**src/rtl/jk_pkg.sv**
```systemverilog
// Shared types and constants for the JK excitation driver.
// States, JK input codes and don't-care fill policies.
package jk_pkg;

  typedef enum logic [1:0] {
    IDLE  = 2'd0,
    DRIVE = 2'd1,
    CHECK = 2'd2
  } state_t;

  // {J,K} codes as presented to one flop
  localparam logic [1:0] JK_HOLD = 2'b00;
  localparam logic [1:0] JK_RST  = 2'b01;
  localparam logic [1:0] JK_SET  = 2'b10;
  localparam logic [1:0] JK_TOG  = 2'b11;

  localparam int DC_ZERO = 0;
  localparam int DC_ONE  = 1;

endpackage

```
**src/rtl/jk_excite.sv**
```systemverilog
// Per-bit JK excitation: current q and target t to J/K, zero latency, no flow control.
// policy=1 fills don't-cares with 1 (toggle-preferred), policy=0 fills with 0.
module jk_excite
  import jk_pkg::*;
(
  input  logic q,
  input  logic t,
  input  logic policy,
  output logic j,
  output logic k
);

  logic [1:0] jk;

  always_comb begin
    jk = JK_HOLD;
    unique case ({q, t})
      2'b00:   jk = policy ? JK_RST : JK_HOLD;
      2'b01:   jk = policy ? JK_TOG : JK_SET;
      2'b10:   jk = policy ? JK_TOG : JK_RST;
      default: jk = policy ? JK_SET : JK_HOLD;
    endcase
  end

  assign j = jk[1];
  assign k = jk[0];

endmodule

```
**src/rtl/jk_excite_driver.sv**
```systemverilog
// Drives a JK flop bank to each accepted target word; fixed 3-cycle transfer (done at n+3).
// tgt_ready only in IDLE after reset; targets offered while busy wait for the next handshake.
module jk_excite_driver
  import jk_pkg::*;
#(
  parameter int WIDTH     = 4,
  parameter int DC_POLICY = DC_ZERO,
  parameter int CHECK_EN  = 1
) (
  input  logic             clk,
  input  logic             rst_n,
  input  logic             tgt_valid,
  output logic             tgt_ready,
  input  logic [WIDTH-1:0] tgt_data,
  output logic [WIDTH-1:0] j_out,
  output logic [WIDTH-1:0] k_out,
  input  logic [WIDTH-1:0] q_fb,
  output logic [WIDTH-1:0] shadow_q,
  output logic             busy,
  output logic             done,
  output logic             err,
  output logic [7:0]       err_cnt
);

  localparam logic POL = (DC_POLICY == DC_ONE);

  state_t           state, state_nxt;
  logic [WIDTH-1:0] tgt_q, tgt_nxt;
  logic [WIDTH-1:0] j_nxt, k_nxt, shadow_nxt;
  logic [WIDTH-1:0] exc_j, exc_k;
  logic             done_nxt, err_nxt;
  logic [7:0]       cnt_nxt;
  logic             out_of_rst;

  for (genvar i = 0; i < WIDTH; i++) begin : g_exc
    jk_excite u_exc (
      .q      (shadow_q[i]),
      .t      (tgt_data[i]),
      .policy (POL),
      .j      (exc_j[i]),
      .k      (exc_k[i])
    );
  end

  // Ready is held low while in reset and for the edge that releases it
  assign tgt_ready = out_of_rst && (state == IDLE);
  assign busy      = (state != IDLE);

  always_comb begin
    state_nxt  = state;
    tgt_nxt    = tgt_q;
    j_nxt      = '0;
    k_nxt      = '0;
    shadow_nxt = shadow_q;
    done_nxt   = 1'b0;
    err_nxt    = 1'b0;
    cnt_nxt    = err_cnt;
    unique case (state)
      IDLE: begin
        if (tgt_valid && tgt_ready) begin
          tgt_nxt   = tgt_data;
          j_nxt     = exc_j;
          k_nxt     = exc_k;
          state_nxt = DRIVE;
        end
      end
      DRIVE: begin
        shadow_nxt = tgt_q;
        state_nxt  = CHECK;
      end
      CHECK: begin
        done_nxt  = 1'b1;
        state_nxt = IDLE;
        if ((CHECK_EN != 0) && (q_fb != shadow_q)) begin
          shadow_nxt = q_fb;
          err_nxt    = 1'b1;
          cnt_nxt    = (err_cnt == 8'hFF) ? err_cnt : err_cnt + 8'd1;
        end
      end
      default: state_nxt = IDLE;
    endcase
  end

  always_ff @(posedge clk or negedge rst_n) begin
    if (!rst_n) begin
      state      <= IDLE;
      tgt_q      <= '0;
      j_out      <= '0;
      k_out      <= '0;
      shadow_q   <= '0;
      done       <= 1'b0;
      err        <= 1'b0;
      err_cnt    <= 8'd0;
      out_of_rst <= 1'b0;
    end else begin
      state      <= state_nxt;
      tgt_q      <= tgt_nxt;
      j_out      <= j_nxt;
      k_out      <= k_nxt;
      shadow_q   <= shadow_nxt;
      done       <= done_nxt;
      err        <= err_nxt;
      err_cnt    <= cnt_nxt;
      out_of_rst <= 1'b1;
    end
  end

endmodule
```
**config.mk**
```make
export PLATFORM = sky130hd
export DESIGN_NAME = jk_excite_driver
export DESIGN_NICKNAME = d
export VERILOG_FILES = /design/src/rtl/jk_pkg.sv /design/src/rtl/jk_excite.sv /design/src/rtl/jk_excite_driver.sv
export SDC_FILE = /design/constraint.sdc
export NUM_CORES = 1
export LEC_CHECK = 0
export CAP_MARGIN = 20
export CORE_MARGIN = 1
export CORE_UTILIZATION = 43
export DETAILED_ROUTE_END_ITERATION = 6
export GPL_TIMING_DRIVEN = 0
export HOLD_SLACK_MARGIN = 0.05
export MAX_ROUTING_LAYER = met4
export PLACE_DENSITY_LB_ADDON = 0.08
export SKIP_CTS_REPAIR_TIMING = 1
export SYNTH_ARGS = -nofsm -noshare
export SYNTH_HDL_FRONTEND = slang
export SYNTH_HIERARCHICAL = 1
export SYNTH_SLANG_ARGS = --single-unit
```
**constraint.sdc**
```tcl
create_clock -name clk -period 1.6 [get_ports clk]
set_input_delay 0.24 -clock clk [delete_from_list [all_inputs] [get_ports clk]]
set_output_delay 0.24 -clock clk [all_outputs]
set_load 0.05 [all_outputs]
```
==> flow_metrics.py <==
metrics = {
    "clock_network": {
        "cts_sinks": 29,
        "ctsHtreeMaxLevel": 2,
        "cts_root_buf": "clkbuf_4",
        "clock_path_buffers": 2,
        "worstSkewPairLatency_ps": 320,
        "cts_buffers": 5,
        "clkTransAtPathRegs_ps": 90,
        "cts_tree": "done",
    },
    "die": {
        "fp.dieW_um": 58.3,
        "die_h_um": 58.3,
        "initial_core_util_pct": 45.0,
        "core-area_um2": 3030,
        "fp-row-count": 20,
        "die-area_um2": 3400,
        "ios": 35,
    },
    "hold_path": {
        "min-delay-path-class": "primary input to async pin",
    },
    "timing": {
        "clock.fmax_mhz": 572,
        "drv_slew": 0,
        "fin_ws_ps": -149,
        "maxSlewHeadroom_pct": 54.5,
        "hold_viol": 0,
        "finalCritPeriodShare_pct": 109,
        "worstMarginPinSlew_ps": 680,
        "finalSetupViolCount": 12,
        "finClkSkew_ps": 6.92,
        "rsz0062_at_grt": "yes",
        "period_needed_ps": 1750,
    },
    "grt": {
        "grt-ovfl-total": 0,
        "antenna_found_initial": 0,
        "first_global_vias": 847,
        "grt_max_degree": 18,
        "grt_pass1_wl_um": 4260,
        "grt_use_total_pct": 18.0,
    },
    "detailed_routing": {
        "via_per_inst": 4.82,
        "routedWlPerCell_um": 13.7,
        "drt_iter0_drc": 28,
        "first_pass_iters": 4,
        "postRouteAntennaNets": 0,
        "drc": 0,
        "totalWireLength_um": 2880,
        "vias": 1013,
    },
    "yosys": {
        "yosysMostFrequentCell": "dfrtp_1",
        "yosysWarnings": 6,
        "async_flop_share_pct": 100,
        "synth.distinct_cells": 31,
        "yosysTopAreaCellShare_pct": 53.3,
        "synth_top_area_cell": "dfrtp_1",
        "synthFlopType": "dfrtp_1",
        "synthTopCellsByCount": "dfrtp_1 (29), xor2_1 (10), and3_1 (8), mux2i_1 (8), inv_1 (7)",
        "synthTopCellsByArea": "dfrtp_1 (53%), xor2_1 (6.4%), mux2i_1 (5.9%), mux2_4 (5.5%), and3_1 (3.7%)",
        "synth-edff-count": 0,
        "syn_area_um2": 1360,
        "synth-seq-area-share_pct": 53.3,
        "syn_avg_cell_area_um2": 12.7,
        "synthCells": 107,
        "synth-seq-cells": 29,
    },
    "layout": {
        "area_growth_pct": 55.7,
        "insertedDiodeCount": 0,
        "drive_gt1_share_pct": 33.7,
        "fin_util_pct": 70.1,
        "final_cells": 210,
        "final_area_um2": 2120,
        "nets": 178,
    },
    "placement": {
        "dpl_worst_slack_ps": -713,
        "io_buffers": 34,
        "dp_hpwl_um": 1910,
        "gp_congestion": 0.709,
        "dp.cells": 193,
        "place_area_um2": 1890,
    },
    "critical_path": {
        "critical_path_required_ps": 1810,
        "startpoint_type": "flop",
        "critPathCaptureType": "flop",
        "cp_max_fo": 8,
        "arrival_ps": 1960,
        "rr_startpoint": "shadow_q[3]$_DFFE_PN0P_",
        "crit_type": "flop to flop",
        "cp-startpoint": "shadow_q[3]$_DFFE_PN0P_",
    },
    "power_and_ir_drop": {
        "power_density_nw_per_um2": 1200,
        "p_leak_nw": 1.30,
        "ir_worst_vdd_v": 0.00104,
    },
    "job": {
        "max_cap_violations": 0,
    },
    "status": {
        "status": "finished with violations",
        "violations": "negative setup slack",
    },
}
## critical path, cell delays in order, from the launching register on
cell and delay [ps]:
dfrtp_2 430, buf_6 130, xor2_2 170, o41ai_4 340, buf_6 220, nor2_4 60
mux2_4 300
## report_power, final
group          leakage (nW)  total (mW)  switching [mW]  internal (mW)
logic                 0.901        1.09           0.618          0.474
clock network        0.0314       0.446           0.239          0.207
registers             0.364        1.01           0.147          0.865
## metal layers
layer / vias up / global-route usage (%) / wire (um)
li1: 475 / - / -
met1: 503 / 24.0 / 1310
met2: 28 / 25.6 / 1360
met3: 7 / 5.93 / 142
met4: 0 / 7.14 / 57
met5: - / - / 0
## cell type report
cell class | count | area (um^2)
plain buffers | 1 | 11.3
clock buffers | 7 | 55.1
fillers | 222 | 906
inverters | 7 | 26.3
multi-input cells | 75 | 717
flip-flops and latches | 29 | 733
well taps | 44 | 55.1
repair buffers | 47 | 524
## final timing paths
path / to / cells past startpoint / slack [ps]
worst min-delay path: out_of_rst$_DFF_PN0_ / 1 / 320
min in group clk: err_cnt[7]$_DFFE_PN0P_ / 1 / 520
worst max-delay path: err_cnt[1]$_DFFE_PN0P_ / 6 / -150
max in group asynchronous: err_cnt[3]$_DFFE_PN0P_ / 2 / 740
worst min register to register: err_cnt[7]$_DFFE_PN0P_ / 1 / 520
worst max register to register: err_cnt[1]$_DFFE_PN0P_ / 6 / -150
## flip-flops by register name (all words and copies together), names as in the netlist
name        cells
err             1
state           2
j_out           4
k_out           4
err_cnt         8
done            1
shadow_q        4
tgt_q           4
out_of_rst      1
## placed cells by master (no fill, tap or decap), types with 7 or more instances in the layout
| cell type | n |
|---|---|
| dfrtp_1 | 23 |
| clkdlybuf4s50_1 | 10 |
| dlymetal6s2s_1 | 22 |
| mux2_4 | 10 |
| inv_1 | 7 |
| and3_1 | 8 |
| conb_1 | 9 |
| xor2_1 | 8 |
| mux2i_1 | 8 |
| buf_4 | 8 |
## metrics by stage
step,setup TNS (ps),power (mW),hold slack [ps]
4_1_cts,-8970,2.50,330
3_3_place_gp,-13960,2.02,491
5_1_grt,-1890,2.68,357
6_report,-1220,2.55,323
3_5_place_dp,-8510,2.04,500
2_1_floorplan,-4590,1.71,-55.6
## logic make-up (layout without fill, tap and decap cells)
group | after synthesis | count (layout) | synth area share, %
and+or+nand+nor | 32 | 32 | 15.1
DFF | 29 | 29 | 53.3
buffers and inverters | 10 | 62 | 2.94
other | 2 | 9 | 0.551
xor gates and xnor gates | 10 | 10 | 6.43
AOI/OAI and AO/OA | 5 | 5 | 5.33
adders and majority gates | 1 | 1 | 0.918
muxes | 18 | 18 | 15.5
Note: power is estimated with default switching activity, not from simulation.
